==> src/rtl/trace_dump_if.sv <==
// Bundles the dump request, capture-RAM read port and UART byte handshake of trace_dump.
// master = the dump engine, slave = the capture/UART side.
interface trace_dump_if;
  logic       dump_start;
  logic [1:0] dump_chan;
  logic       cap_done;
  logic [8:0] trace_end;
  logic       en;
  logic [8:0] addr;
  logic [7:0] ch1_rdata;
  logic [7:0] ch2_rdata;
  logic [7:0] ch3_rdata;
  logic [7:0] tx_data;
  logic       tx_valid;
  logic       tx_ready;
  logic       busy;
  logic       dump_done;
  logic       clr_cap_done;
  logic       err;

  modport master (
    input  dump_start, dump_chan, cap_done, trace_end,
    input  ch1_rdata, ch2_rdata, ch3_rdata, tx_ready,
    output en, addr, tx_data, tx_valid, busy, dump_done, clr_cap_done, err
  );

  modport slave (
    output dump_start, dump_chan, cap_done, trace_end,
    output ch1_rdata, ch2_rdata, ch3_rdata, tx_ready,
    input  en, addr, tx_data, tx_valid, busy, dump_done, clr_cap_done, err
  );
endinterface

==> src/rtl/trace_dump.sv <==
// Streams one captured channel (512 samples, oldest first) from capture RAM to a UART byte port.
// Optional macro TRACE_DUMP_HDR_EN prefixes each dump with header bytes 0xA5, {6'b0, chan}.
module trace_dump (
  input  logic        clk,
  input  logic        rst,
  trace_dump_if.master bus
);
  typedef enum logic [2:0] {IDLE, READ, WAIT, SEND, DONE} state_e;

  state_e     state_q, state_d;
  logic [1:0] chan_q, chan_d;
  logic [8:0] addr_q, addr_d;
  logic [8:0] cnt_q, cnt_d;
  logic [7:0] txd_q, txd_d;
  logic       txv_q, txv_d;
  logic       err_q, err_d;
`ifdef TRACE_DUMP_HDR_EN
  // 2 = 0xA5 on the wire, 1 = channel byte on the wire, 0 = samples
  logic [1:0] hdr_q, hdr_d;
`endif

  logic       xfer;
  logic       last;
  logic [7:0] rdata_sel;

  assign xfer = txv_q & bus.tx_ready;
  assign last = (cnt_q == 9'h1FF);

  always_comb begin
    case (chan_q)
      2'd1:    rdata_sel = bus.ch2_rdata;
      2'd2:    rdata_sel = bus.ch3_rdata;
      default: rdata_sel = bus.ch1_rdata;
    endcase
  end

  always_comb begin
    state_d = state_q;
    chan_d  = chan_q;
    addr_d  = addr_q;
    cnt_d   = cnt_q;
    txd_d   = txd_q;
    txv_d   = txv_q;
    err_d   = 1'b0;
`ifdef TRACE_DUMP_HDR_EN
    hdr_d   = hdr_q;
`endif
    case (state_q)
      IDLE: begin
        if (bus.dump_start) begin
          if (!bus.cap_done || bus.dump_chan == 2'd3) begin
            err_d = 1'b1;
          end else begin
            chan_d = bus.dump_chan;
            // oldest sample sits just past the last written address
            addr_d = bus.trace_end + 9'd1;
            cnt_d  = 9'd0;
`ifdef TRACE_DUMP_HDR_EN
            txd_d   = 8'hA5;
            txv_d   = 1'b1;
            hdr_d   = 2'd2;
            state_d = SEND;
`else
            state_d = READ;
`endif
          end
        end
      end
      READ: state_d = WAIT;
      WAIT: begin
        txd_d   = rdata_sel;
        txv_d   = 1'b1;
        state_d = SEND;
      end
      SEND: begin
        if (xfer) begin
`ifdef TRACE_DUMP_HDR_EN
          if (hdr_q == 2'd2) begin
            txd_d = {6'b0, chan_q};
            hdr_d = 2'd1;
          end else if (hdr_q == 2'd1) begin
            txv_d   = 1'b0;
            hdr_d   = 2'd0;
            state_d = READ;
          end else
`endif
          begin
            txv_d = 1'b0;
            if (last) begin
              state_d = DONE;
            end else begin
              addr_d  = addr_q + 9'd1;
              cnt_d   = cnt_q + 9'd1;
              state_d = READ;
            end
          end
        end
      end
      DONE:    state_d = IDLE;
      default: state_d = IDLE;
    endcase
  end

  always_ff @(posedge clk or posedge rst) begin
    if (rst) begin
      state_q <= IDLE;
      chan_q  <= 2'd0;
      addr_q  <= 9'd0;
      cnt_q   <= 9'd0;
      txd_q   <= 8'd0;
      txv_q   <= 1'b0;
      err_q   <= 1'b0;
`ifdef TRACE_DUMP_HDR_EN
      hdr_q   <= 2'd0;
`endif
    end else begin
      state_q <= state_d;
      chan_q  <= chan_d;
      addr_q  <= addr_d;
      cnt_q   <= cnt_d;
      txd_q   <= txd_d;
      txv_q   <= txv_d;
      err_q   <= err_d;
`ifdef TRACE_DUMP_HDR_EN
      hdr_q   <= hdr_d;
`endif
    end
  end

  assign bus.en           = (state_q == READ);
  assign bus.addr         = addr_q;
  assign bus.tx_data      = txd_q;
  assign bus.tx_valid     = txv_q;
  assign bus.busy         = (state_q != IDLE);
  assign bus.dump_done    = (state_q == DONE);
  assign bus.clr_cap_done = (state_q == DONE);
  assign bus.err          = err_q;
endmodule

==> src/flat_wrapper.sv <==
// flat-port wrapper written by rule: the top's interface ports become plain ports
module trace_dump_flat 
  (clk, rst, bus_dump_start, bus_dump_chan, bus_cap_done, bus_trace_end, bus_ch1_rdata, bus_ch2_rdata, bus_ch3_rdata, bus_tx_ready, bus_en, bus_addr, bus_tx_data, bus_tx_valid, bus_busy, bus_dump_done, bus_clr_cap_done, bus_err);
  trace_dump_if bus_i ();
  input  logic clk;
  input  logic rst;
  input wire logic [$bits(bus_i.dump_start)-1:0] bus_dump_start;
  input wire logic [$bits(bus_i.dump_chan)-1:0] bus_dump_chan;
  input wire logic [$bits(bus_i.cap_done)-1:0] bus_cap_done;
  input wire logic [$bits(bus_i.trace_end)-1:0] bus_trace_end;
  input wire logic [$bits(bus_i.ch1_rdata)-1:0] bus_ch1_rdata;
  input wire logic [$bits(bus_i.ch2_rdata)-1:0] bus_ch2_rdata;
  input wire logic [$bits(bus_i.ch3_rdata)-1:0] bus_ch3_rdata;
  input wire logic [$bits(bus_i.tx_ready)-1:0] bus_tx_ready;
  output wire logic [$bits(bus_i.en)-1:0] bus_en;
  output wire logic [$bits(bus_i.addr)-1:0] bus_addr;
  output wire logic [$bits(bus_i.tx_data)-1:0] bus_tx_data;
  output wire logic [$bits(bus_i.tx_valid)-1:0] bus_tx_valid;
  output wire logic [$bits(bus_i.busy)-1:0] bus_busy;
  output wire logic [$bits(bus_i.dump_done)-1:0] bus_dump_done;
  output wire logic [$bits(bus_i.clr_cap_done)-1:0] bus_clr_cap_done;
  output wire logic [$bits(bus_i.err)-1:0] bus_err;
  assign bus_i.dump_start = bus_dump_start;
  assign bus_i.dump_chan = bus_dump_chan;
  assign bus_i.cap_done = bus_cap_done;
  assign bus_i.trace_end = bus_trace_end;
  assign bus_i.ch1_rdata = bus_ch1_rdata;
  assign bus_i.ch2_rdata = bus_ch2_rdata;
  assign bus_i.ch3_rdata = bus_ch3_rdata;
  assign bus_i.tx_ready = bus_tx_ready;
  assign bus_en = bus_i.en;
  assign bus_addr = bus_i.addr;
  assign bus_tx_data = bus_i.tx_data;
  assign bus_tx_valid = bus_i.tx_valid;
  assign bus_busy = bus_i.busy;
  assign bus_dump_done = bus_i.dump_done;
  assign bus_clr_cap_done = bus_i.clr_cap_done;
  assign bus_err = bus_i.err;
  trace_dump u_core (.clk(clk), .rst(rst), .bus(bus_i));
endmodule
==> config.mk <==
export PLATFORM = sky130hd
export DESIGN_NAME = trace_dump_flat
export DESIGN_NICKNAME = d
export VERILOG_FILES = /design/src/rtl/trace_dump_if.sv /design/src/rtl/trace_dump.sv /design/src/flat_wrapper.sv
export SDC_FILE = /design/constraint.sdc
export NUM_CORES = 1
export LEC_CHECK = 0
export ABC_AREA = 1
export BUFFER_PORTS_ARGS = -buffer_cell sky130_fd_sc_hd__buf_4
export CAP_MARGIN = 15
export CORE_MARGIN = 10
export CORE_UTILIZATION = 46
export CTS_CLUSTER_SIZE = 8
export DETAILED_ROUTE_END_ITERATION = 6
export PLACE_DENSITY_LB_ADDON = 0.12
export SLEW_MARGIN = 10
export SYNTH_ARGS = -nofsm -noshare
export SYNTH_HDL_FRONTEND = slang
export SYNTH_SLANG_ARGS = --single-unit
==> constraint.sdc <==
create_clock -name clk -period 1.68 [get_ports clk]
set_input_delay 0.168 -clock clk [delete_from_list [all_inputs] [get_ports clk]]
set_output_delay 0.168 -clock clk [all_outputs]
set_load 0.005 [all_outputs]
==> results of run 1 <==
## worst max-delay path, cell delays in order, from the launching register on
cell     delay (ps)
dfrtp_1         360
ha_2            210
nand2_2          80
nor3_4          150
nand2_2          90
nor2_2           90
ha_2            190
nand2_2          80
o21ai_4         100
nor2_8           80
buf_12          140
a21oi_2         120
nor2_1           60
## metal layers
layer  track usage [%]  vias to the layer above  part of all wire, %
met4              3.74                        0                  1.2
met1              17.8                      929                   41
li1                  -                     1063                    -
met3              5.49                        8                  7.0
met2              26.8                       50                   51
met5                 0                        -                    0
## cell families after synthesis
group | after synthesis | synth area share [%]
AND/OR/NAND/NOR | 163 | 34.9
buffers and inverters | 34 | 8.36
AO/OA/AOI/OAI | 36 | 11.1
flip-flops | 33 | 41.2
adder cells (fa/ha/maj) | 5 | 3.12
XOR/XNOR | 3 | 1.31
## what timing repair did
item,in CTS,in global routing
gates cloned,0,1
hold buffers,1,0
gates resized for setup,4,11
setup buffers,9,3
pin swaps,1,4
endpoints found under the hold margin,33,0
endpoints found under the setup margin,18,19
## sequential cells by signal (all words and copies together), names as in the netlist
name                 flops
u_core.bus.addr          9
u_core.bus.tx_valid      1
u_core.bus.err           1
u_core.state_q           3
u_core.cnt_q             9
u_core.chan_q            2
u_core.bus.tx_data       8
## cell type report
type                    instances  area share, %
clock inverters                 2          0.349
flip-flops and latches         33           28.8
multi-input cells             207           37.1
well taps                      50           2.18
clock buffers                   6           2.53
inverters                      21           2.83
repair buffers                 96           26.2
## power by group through the flow
stage | Sequential, mW | Clock (mW) | Combinational [mW]
after floorplan | 1.31 | 0 | 1.86
after global placement | 1.32 | 0 | 2.85
after detailed placement | 1.33 | 0 | 2.89
after CTS | 1.31 | 0.609 | 2.93
after global routing | 1.35 | 0.649 | 3.49
final | 1.31 | 0.593 | 3.09
## worst max-delay path by stage
stage / startpoint / slack [ps] / endpoint
after floorplan: u_core.cnt_q[0] / -40 / u_core.cnt_q[3]
after global placement: u_core.cnt_q[1] / -130 / u_core.cnt_q[3]
after detailed placement: u_core.cnt_q[1] / -160 / u_core.cnt_q[3]
after CTS: u_core.cnt_q[1] / -90 / u_core.cnt_q[3]
after global routing: u_core.cnt_q[0] / -280 / u_core.cnt_q[6]
final: u_core.cnt_q[0] / -180 / u_core.cnt_q[3]
## placed cells by master (no fill, tap or decap), drive strengths merged, types with 2 or more instances in the layout
cell type  netlist  routed
buf              9      94
clkinv           0       2
ha               5       5
inv             21      21
nand4            8       8
o22a             8       8
clkbuf           4       7
o21ai           10      10
nor3             2       2
nand3           16      16
a21oi           17      17
nor2            23      23
xor2             3       3
nand2          112     112
dfrtp           33      33
## through the flow
step           setup WS [ps]  TNS (ps)  total power, mW
6_report                -176     -2460             4.99
5_1_grt                 -285     -4550             5.49
3_5_place_dp            -159     -1930             4.21
3_3_place_gp            -126     -1230             4.16
4_1_cts                -87.7      -923             4.85
2_1_floorplan          -43.6      -284             3.17
==> impl_metrics.toml, run 1 <==
[run_status]
status = "finished, violations left"
violations = "setup timing"

[synth]
synth-seq-cells = 33
synth_seq_area_share_pct = 41.2
ys_types = 26
yosysTopAreaCell = "dfrtp_1"
synth_area_leaders = "dfrtp_1 (41%), nand2_1 (21%), a21oi_1 (4.2%)"
mappedNetlistArea_mm2 = 0.00200
ys_top_cells_by_count = "nand2_1 (110), dfrtp_1 (33), a21oi_1 (17), inv_1 (17), nor2_1 (17)"
syn_avg_cell_area_um2 = 7.32
syn-instance-count = 274
yosysMostFrequentCell = "nand2_1"
synth_edf_count = 0
synth_top_area_share_pct = 41.2
synth_nets = 319
ys.flop_type = "dfrtp_1"
async_reset_ff_share_pct = 100
ys_warn_count = 0

[power]
ir_worst_vdd_v = 0.000874
p_int_mw = 2.81
switchingPower_mw = 2.19
p_seq_share_pct = 26.3
powerDensity_mw_per_mm2 = 1740
p_leak_nw = 1.48
swShare_pct = 43.8
p_comb_share_pct = 61.8
p_clk_share_pct = 11.9

[clocking]
cts.sinks = 33
cts_buffer_depth = 2
root_buffer = "clkbuf_8"
cts_tree = "yes"
htreeDepth = 2
numCtsBuffers = 5
clock_latency_ps = 300
clk_pin_slew_ps = 70

[sta]
max_freq_mhz = 539
finClkSkew_ps = 11.2
min_period_ps = 1860
hold_violations = 0
setup_ws_ps = -176
period_share_pct = 110
slew_viol_final = 0
hold_ws_ps = 83.1
finalSetupViolCount = 18
slew_headroom_pct = 68.2
rsz0062_at_grt = "yes"
max_slew.worst_pin.slew_ps = 477

[cells_and_area]
multi_input_area_mm2 = 0.00107
postLayoutCoreUtil_pct = 69.8
antenna_cells = 0
regArea_um2 = 826
fill_cells = 338
stdcell_count = 415
fin_area_mm2 = 0.00287
syn2layout_area_growth_pct = 43.3
layout-drive-gt1-share_pct = 35.9
nNetsFinal = 409

[placement]
dp_hpwl_um = 4160
place_area_mm2 = 0.00262
gp_congestion = 0.817
dp_cells = 393
port_buffers = 62

[die]
fp.dieH_um = 86.0
design.core.area_mm2 = 0.00412
ioPinCount = 63
dieArea_mm2 = 0.00740
start_util_pct = 48.7
rows = 23
die_w_um = 86.0

[setup_path]
arrival_ps = 2040
path_max_fanout = 5
r2r_cells = 12
cp-start-kind = "register"
reg2reg_to = "u_core.cnt_q[3]"
worstPathRequired_ps = 1860
crit_path_end_kind = "register"
crit_type = "reg -> reg"
r2r_slack_ps = -180
r2r-start = "u_core.cnt_q[0]"

[global_route]
antenna_found_initial = 0
grt_usage_pct = 15.5
grt_pass1_vias = 2070
grt_max_degree = 34
gr-total-overflow = 0
grt_pass1_wl_um = 9490

[worst_hold_path]
hp-start = "bus_dump_chan[0]"
hold_path.class = "in -> reg"
min_path_cells = 3
hold_end = "u_core.chan_q[0]"

[detailed_routing]
drc = 0
drt_iter0_markers = 114
totalWireLength_um = 5690
routedWlPerCell_um = 13.7
ant_nets = 0
dr.pass1.iters = 4
via_per_inst = 4.94
vias = 2050

[flow_run]
cap_violations = 0
(Power assumes the default switching activity.)
==> inputs of run 2 (changes only) <==
Settings changed: CORE_UTILIZATION 46 to 50.
Clock period 1.68 ns to 1.9 ns, I/O delays scaled along.
==> impl_metrics.toml, run 2 (synthesis results as in run 1) <==
[run_status]
status = "finished, violations left"
violations = "hold timing"

[clocking]
numCtsBuffers = 5
htreeDepth = 2
clk_pin_slew_ps = 70
cts_buffer_depth = 2
cts.sinks = 33
root_buffer = "clkbuf_8"
clock_latency_ps = 290
cts_tree = "yes"

[sta]
hold_violations = 30
slew_viol_final = 0
max_freq_mhz = 558
setup_ws_ps = 108
finalSetupViolCount = 0
min_period_ps = 1790
hold_ws_ps = -9.65
max_slew.worst_pin.slew_ps = 471
rsz0062_at_grt = "yes"
finClkSkew_ps = 10.3
period_share_pct = 94.3
slew_headroom_pct = 68.6

[detailed_routing]
routedWlPerCell_um = 13.6
drc = 0
drt_iter0_markers = 110
vias = 2002
totalWireLength_um = 5400
ant_nets = 0
via_per_inst = 5.04
dr.pass1.iters = 4

[setup_path]
crit_slowest_cell = "dfrtp_1"
critical_path.max_stage_delay_ps = 420
reg2reg_to = "u_core.cnt_q[3]"
arrival_ps = 2020
cp_common_cell = "nand2_2"
worstPathRequired_ps = 2120
r2r_slack_ps = 110
crit_buf_inv = 1
crit_type = "reg -> reg"
r2r-start = "u_core.cnt_q[3]"
crit_path_end_kind = "register"
crit_start = "u_core.cnt_q[3]"
r2r_cells = 12
cp-start-kind = "register"
path_max_fanout = 8
crit_chain = "nand2_1 -> nor3_4 -> nand2_2 -> nor2_2 -> ha_2 -> nand2_2 -> o21ai_4 -> nor2_8 -> buf_6 -> nand3_2 -> o21ai_1 -> nor2_1"
crit_family = "simple AND/OR/NAND/NOR gates"

[placement]
dp_cells = 385
dp_slack_ps = -40.4
place_area_mm2 = 0.00255
gp_congestion = 0.855
port_buffers = 62
dp_hpwl_um = 4020

[die]
design.core.area_mm2 = 0.00377
fp.dieH_um = 83.3
dieArea_mm2 = 0.00694
rows = 22
ioPinCount = 63
die_w_um = 83.3
start_util_pct = 53.2

[flow_run]
cap_violations = 0

[global_route]
gr-total-overflow = 0
grt_max_degree = 34
grt_pass1_vias = 1977
antenna_found_initial = 0
grt_pass1_wl_um = 8860
grt_usage_pct = 14.9

[power]
p_leak_nw = 1.41
powerDensity_mw_per_mm2 = 1580
ir_worst_vdd_v = 0.00101

[worst_hold_path]
hold_path.class = "in -> async"

[cells_and_area]
layout_commonest_cell = "nand2_1"
final_cell_mix = "nand2_1 (107), buf_4 (78), dfrtp_1 (33)"
syn2layout_area_growth_pct = 36.4
fin_area_mm2 = 0.00273
layout-drive-gt1-share_pct = 32.1
antenna_cells = 0
stdcell_count = 397
nNetsFinal = 393
postLayoutCoreUtil_pct = 72.5
-- run 2: how the worst max path moves through the flow --
| stage | depth (start not counted) | endpoint |
|---|---|---|
| floorplan | 12 | u_core.cnt_q[3] |
| global placement | 12 | u_core.cnt_q[3] |
| detailed placement | 12 | u_core.cnt_q[3] |
| CTS | 13 | u_core.cnt_q[3] |
| global route | 12 | u_core.cnt_q[0] |
| finish | 12 | u_core.cnt_q[3] |
-- run 2: per-layer routing --
layer	part of all wire [%]	GRT usage, %
met1	43	17.8
met2	49	24.4
met3	6.1	4.30
met4	1.7	5.69
met5	0	0
-- run 2: area by class of cell --
cell class	instances	area, um^2
clock buffer	7	96.3
timing repair buffer	80	608
inverter	21	83.8
clock inverter	1	5.00
multi-input combinational	207	1050
sequential	33	826
tap	48	60.1
fill	304	1040
-- run 2: report_power, final --
group / switching, mW / internal [mW]
combinational: 1.42 / 1.13
clock: 0.259 / 0.327
sequential: 0.192 / 0.976
-- run 2: timing repair --
item / in CTS / in global routing
endpoints found under the setup margin: 2 / 18
setup buffers: 0 / 4
pin swaps: 0 / 7
hold buffers: 0 / 0
gates cloned: 0 / 0
gates resized for setup: 2 / 15
-- run 2: worst min-delay path: stages --
cell   delay, ps
buf_4        110
inv_1         40
buf_4        370
-- run 2: stage by stage --
| stage | setup TNS (ps) | power, mW |
|---|---|---|
| 2_1_floorplan | 0 | 2.80 |
| 3_3_place_gp | 0 | 3.54 |
| 3_5_place_dp | -40.4 | 3.59 |
| 4_1_cts | 0 | 4.21 |
| 5_1_grt | -151 | 4.70 |
| 6_report | 0 | 4.31 |
==> inputs of run 3 (changes only) <==
Settings changed: ABC_AREA 1 to not set.
==> impl_metrics.toml, run 3 <==
[run_status]
status = "finished, violations left"
violations = "hold timing"

[clocking]
cts.sinks = 33
cts_buffer_depth = 2
root_buffer = "clkbuf_8"
htreeDepth = 2
cts_tree = "yes"
clk_pin_slew_ps = 60
postCtsHoldBufs = 0
clock_latency_ps = 280
numCtsBuffers = 5

[detailed_routing]
totalWireLength_um = 5350
met2WireLength_um = 2670
highest_layer = "met4"
ant_nets = 0
drt-met1-wl_um = 2400
routedWlPerCell_um = 15.5
drt_iter0_markers = 127
via_per_inst = 5.41
vias = 1865
drc = 0
dr.pass1.iters = 4
wl_met3_um = 225

[setup_path]
crit_type = "reg -> reg"
r2r_cells = 9
r2r_slack_ps = 1
crit_path_end_kind = "register"
cp-start-kind = "register"
arrival_ps = 2070
r2r-start = "u_core.cnt_q[0]"
path_max_fanout = 6
worstPathRequired_ps = 2070
reg2reg_to = "u_core.bus.addr[5]"

[placement]
dp_hpwl_um = 3920
gp_congestion = 0.799
port_buffers = 62
place_area_mm2 = 0.00252
dp_slack_ps = 2.01
dp_cells = 331

[synth]
ys_types = 45
async_reset_ff_share_pct = 100
ys.flop_type = "dfrtp_1"
synth-seq-cells = 33
synth_nets = 265
synth_seq_area_share_pct = 43.4
synth_area_leaders = "dfrtp_1 (43%), nand2_1 (6.1%), nor2_1 (5.3%)"
ys_top_cells_by_count = "dfrtp_1 (33), nand2_1 (31), nor2_1 (27)"
yosysTopAreaCell = "dfrtp_1"
synth_top_area_share_pct = 43.4
mappedNetlistArea_mm2 = 0.00190
syn-instance-count = 220
synth_edf_count = 0
ys_warn_count = 0
syn_avg_cell_area_um2 = 8.64
yosysMostFrequentCell = "dfrtp_1"

[global_route]
grt_pass1_wl_um = 8460
grt_pass1_vias = 1841
antenna_found_initial = 0
grt_max_degree = 34
gr-total-overflow = 0
grt_usage_pct = 15.8

[sta]
period_share_pct = 99.9
min_period_ps = 1900
slew_headroom_pct = 65.8
slew_viol_final = 0
hold_ws_ps = -9.25
rsz0062_at_grt = "yes"
max_slew.worst_pin.slew_ps = 511
hold_violations = 16
finClkSkew_ps = 4.62
max_freq_mhz = 527
setup_ws_ps = 1.19
tns_ps = 0
finalSetupViolCount = 0

[cells_and_area]
nNetsFinal = 341
layout-drive-gt1-share_pct = 37.0
fin_area_mm2 = 0.00274
syn2layout_area_growth_pct = 44.1
postLayoutCoreUtil_pct = 74.9
stdcell_count = 345
layout_commonest_cell = "buf_4"
antenna_cells = 0
final_cell_mix = "buf_4 (78), dfrtp_1 (33), nand2_1 (28)"

[worst_hold_path]
hold_path.class = "in -> async"

[die]
fp.dieH_um = 81.7
ioPinCount = 63
start_util_pct = 51.9
die_w_um = 81.7
rows = 22
dieArea_mm2 = 0.00667
design.core.area_mm2 = 0.00366

[power]
powerDensity_mw_per_mm2 = 1190
p_leak_nw = 1.27
ir_worst_vdd_v = 0.000719

[flow_run]
cap_violations = 0
run 3: cell count changes after synthesis, moves of 5 or more:
cell,change
xnor2_1,+6
nor2_1,+10
inv_1,-12
o21ai_0,+9
a22oi_1,+8
o22a_1,-6
nand3_1,-6
and3_1,+5
nand2_1,-79
run 3: through the flow:
step	hold WS (ps)	total power, mW
finish	-9.25	3.28
global placement	305	2.57
detailed placement	307	2.61
floorplan	307	1.97
global route	42.9	3.56
CTS	8.88	3.11
run 3: critical path, cell delays in order (launching register included):
cell and delay (ps):
dfrtp_1 390, ha_2 200, nand3_2 70, nor2_2 40, ha_2 170, inv_2 70
a32oi_4 150, clkbuf_16 210, o21bai_1 150, a221o_1 320
run 3: final cells by class:
class,instances,area (um^2)
clock buffer,8,80.1
fill,280,920
inverter,5,18.8
multi-input combinational,169,1090
sequential,33,826
tap,48,60.1
timing repair buffer,82,671
run 3: timing repair:
action / 4_1_cts / 5_1_grt
buffers inserted: 1 / 3
setup endpoints to repair: 2 / 11
cloned: 0 / 2
pin swaps: 0 / 10
resized for setup: 1 / 14
run 3: per-layer routing:
layer	vias up	track usage, %
met5	-	0
met4	0	5.10
met3	7	3.71
met2	39	26.1
met1	886	19.8
li1	933	-
run 3: how the worst max path moves through the flow:
| stage | from | to | slack, ps |
|---|---|---|---|
| final | u_core.cnt_q[0] | u_core.bus.addr[5] | 1 |
| after global routing | u_core.cnt_q[0] | u_core.bus.addr[5] | -80 |
| after CTS | u_core.cnt_q[0] | u_core.bus.addr[5] | 10 |
| after detailed placement | u_core.state_q[1] | u_core.bus.addr[8] | 2 |
| after global placement | u_core.cnt_q[0] | u_core.bus.addr[5] | 50 |
| after floorplan | u_core.state_q[2] | u_core.bus.addr[6] | -110 |
run 3: cell families (layout without fill, tap and decap cells):
logic type,count (synthesis),in the layout,share of synthesized area [%]
and+or+nand+nor,95,95,24.9
DFF,33,33,43.4
xor gates and xnor gates,9,9,4.14
AOI/OAI and AO/OA,58,58,18.8
buffers and inverters,18,95,4.28
muxes,2,2,1.12
adders and majority gates,5,5,3.29
run 3: power breakdown:
part	switching, mW	total, mW	internal, mW
combinational	0.775	1.60	0.822
clock	0.245	0.505	0.260
sequential	0.238	1.17	0.937
total	1.26	3.28	2.02
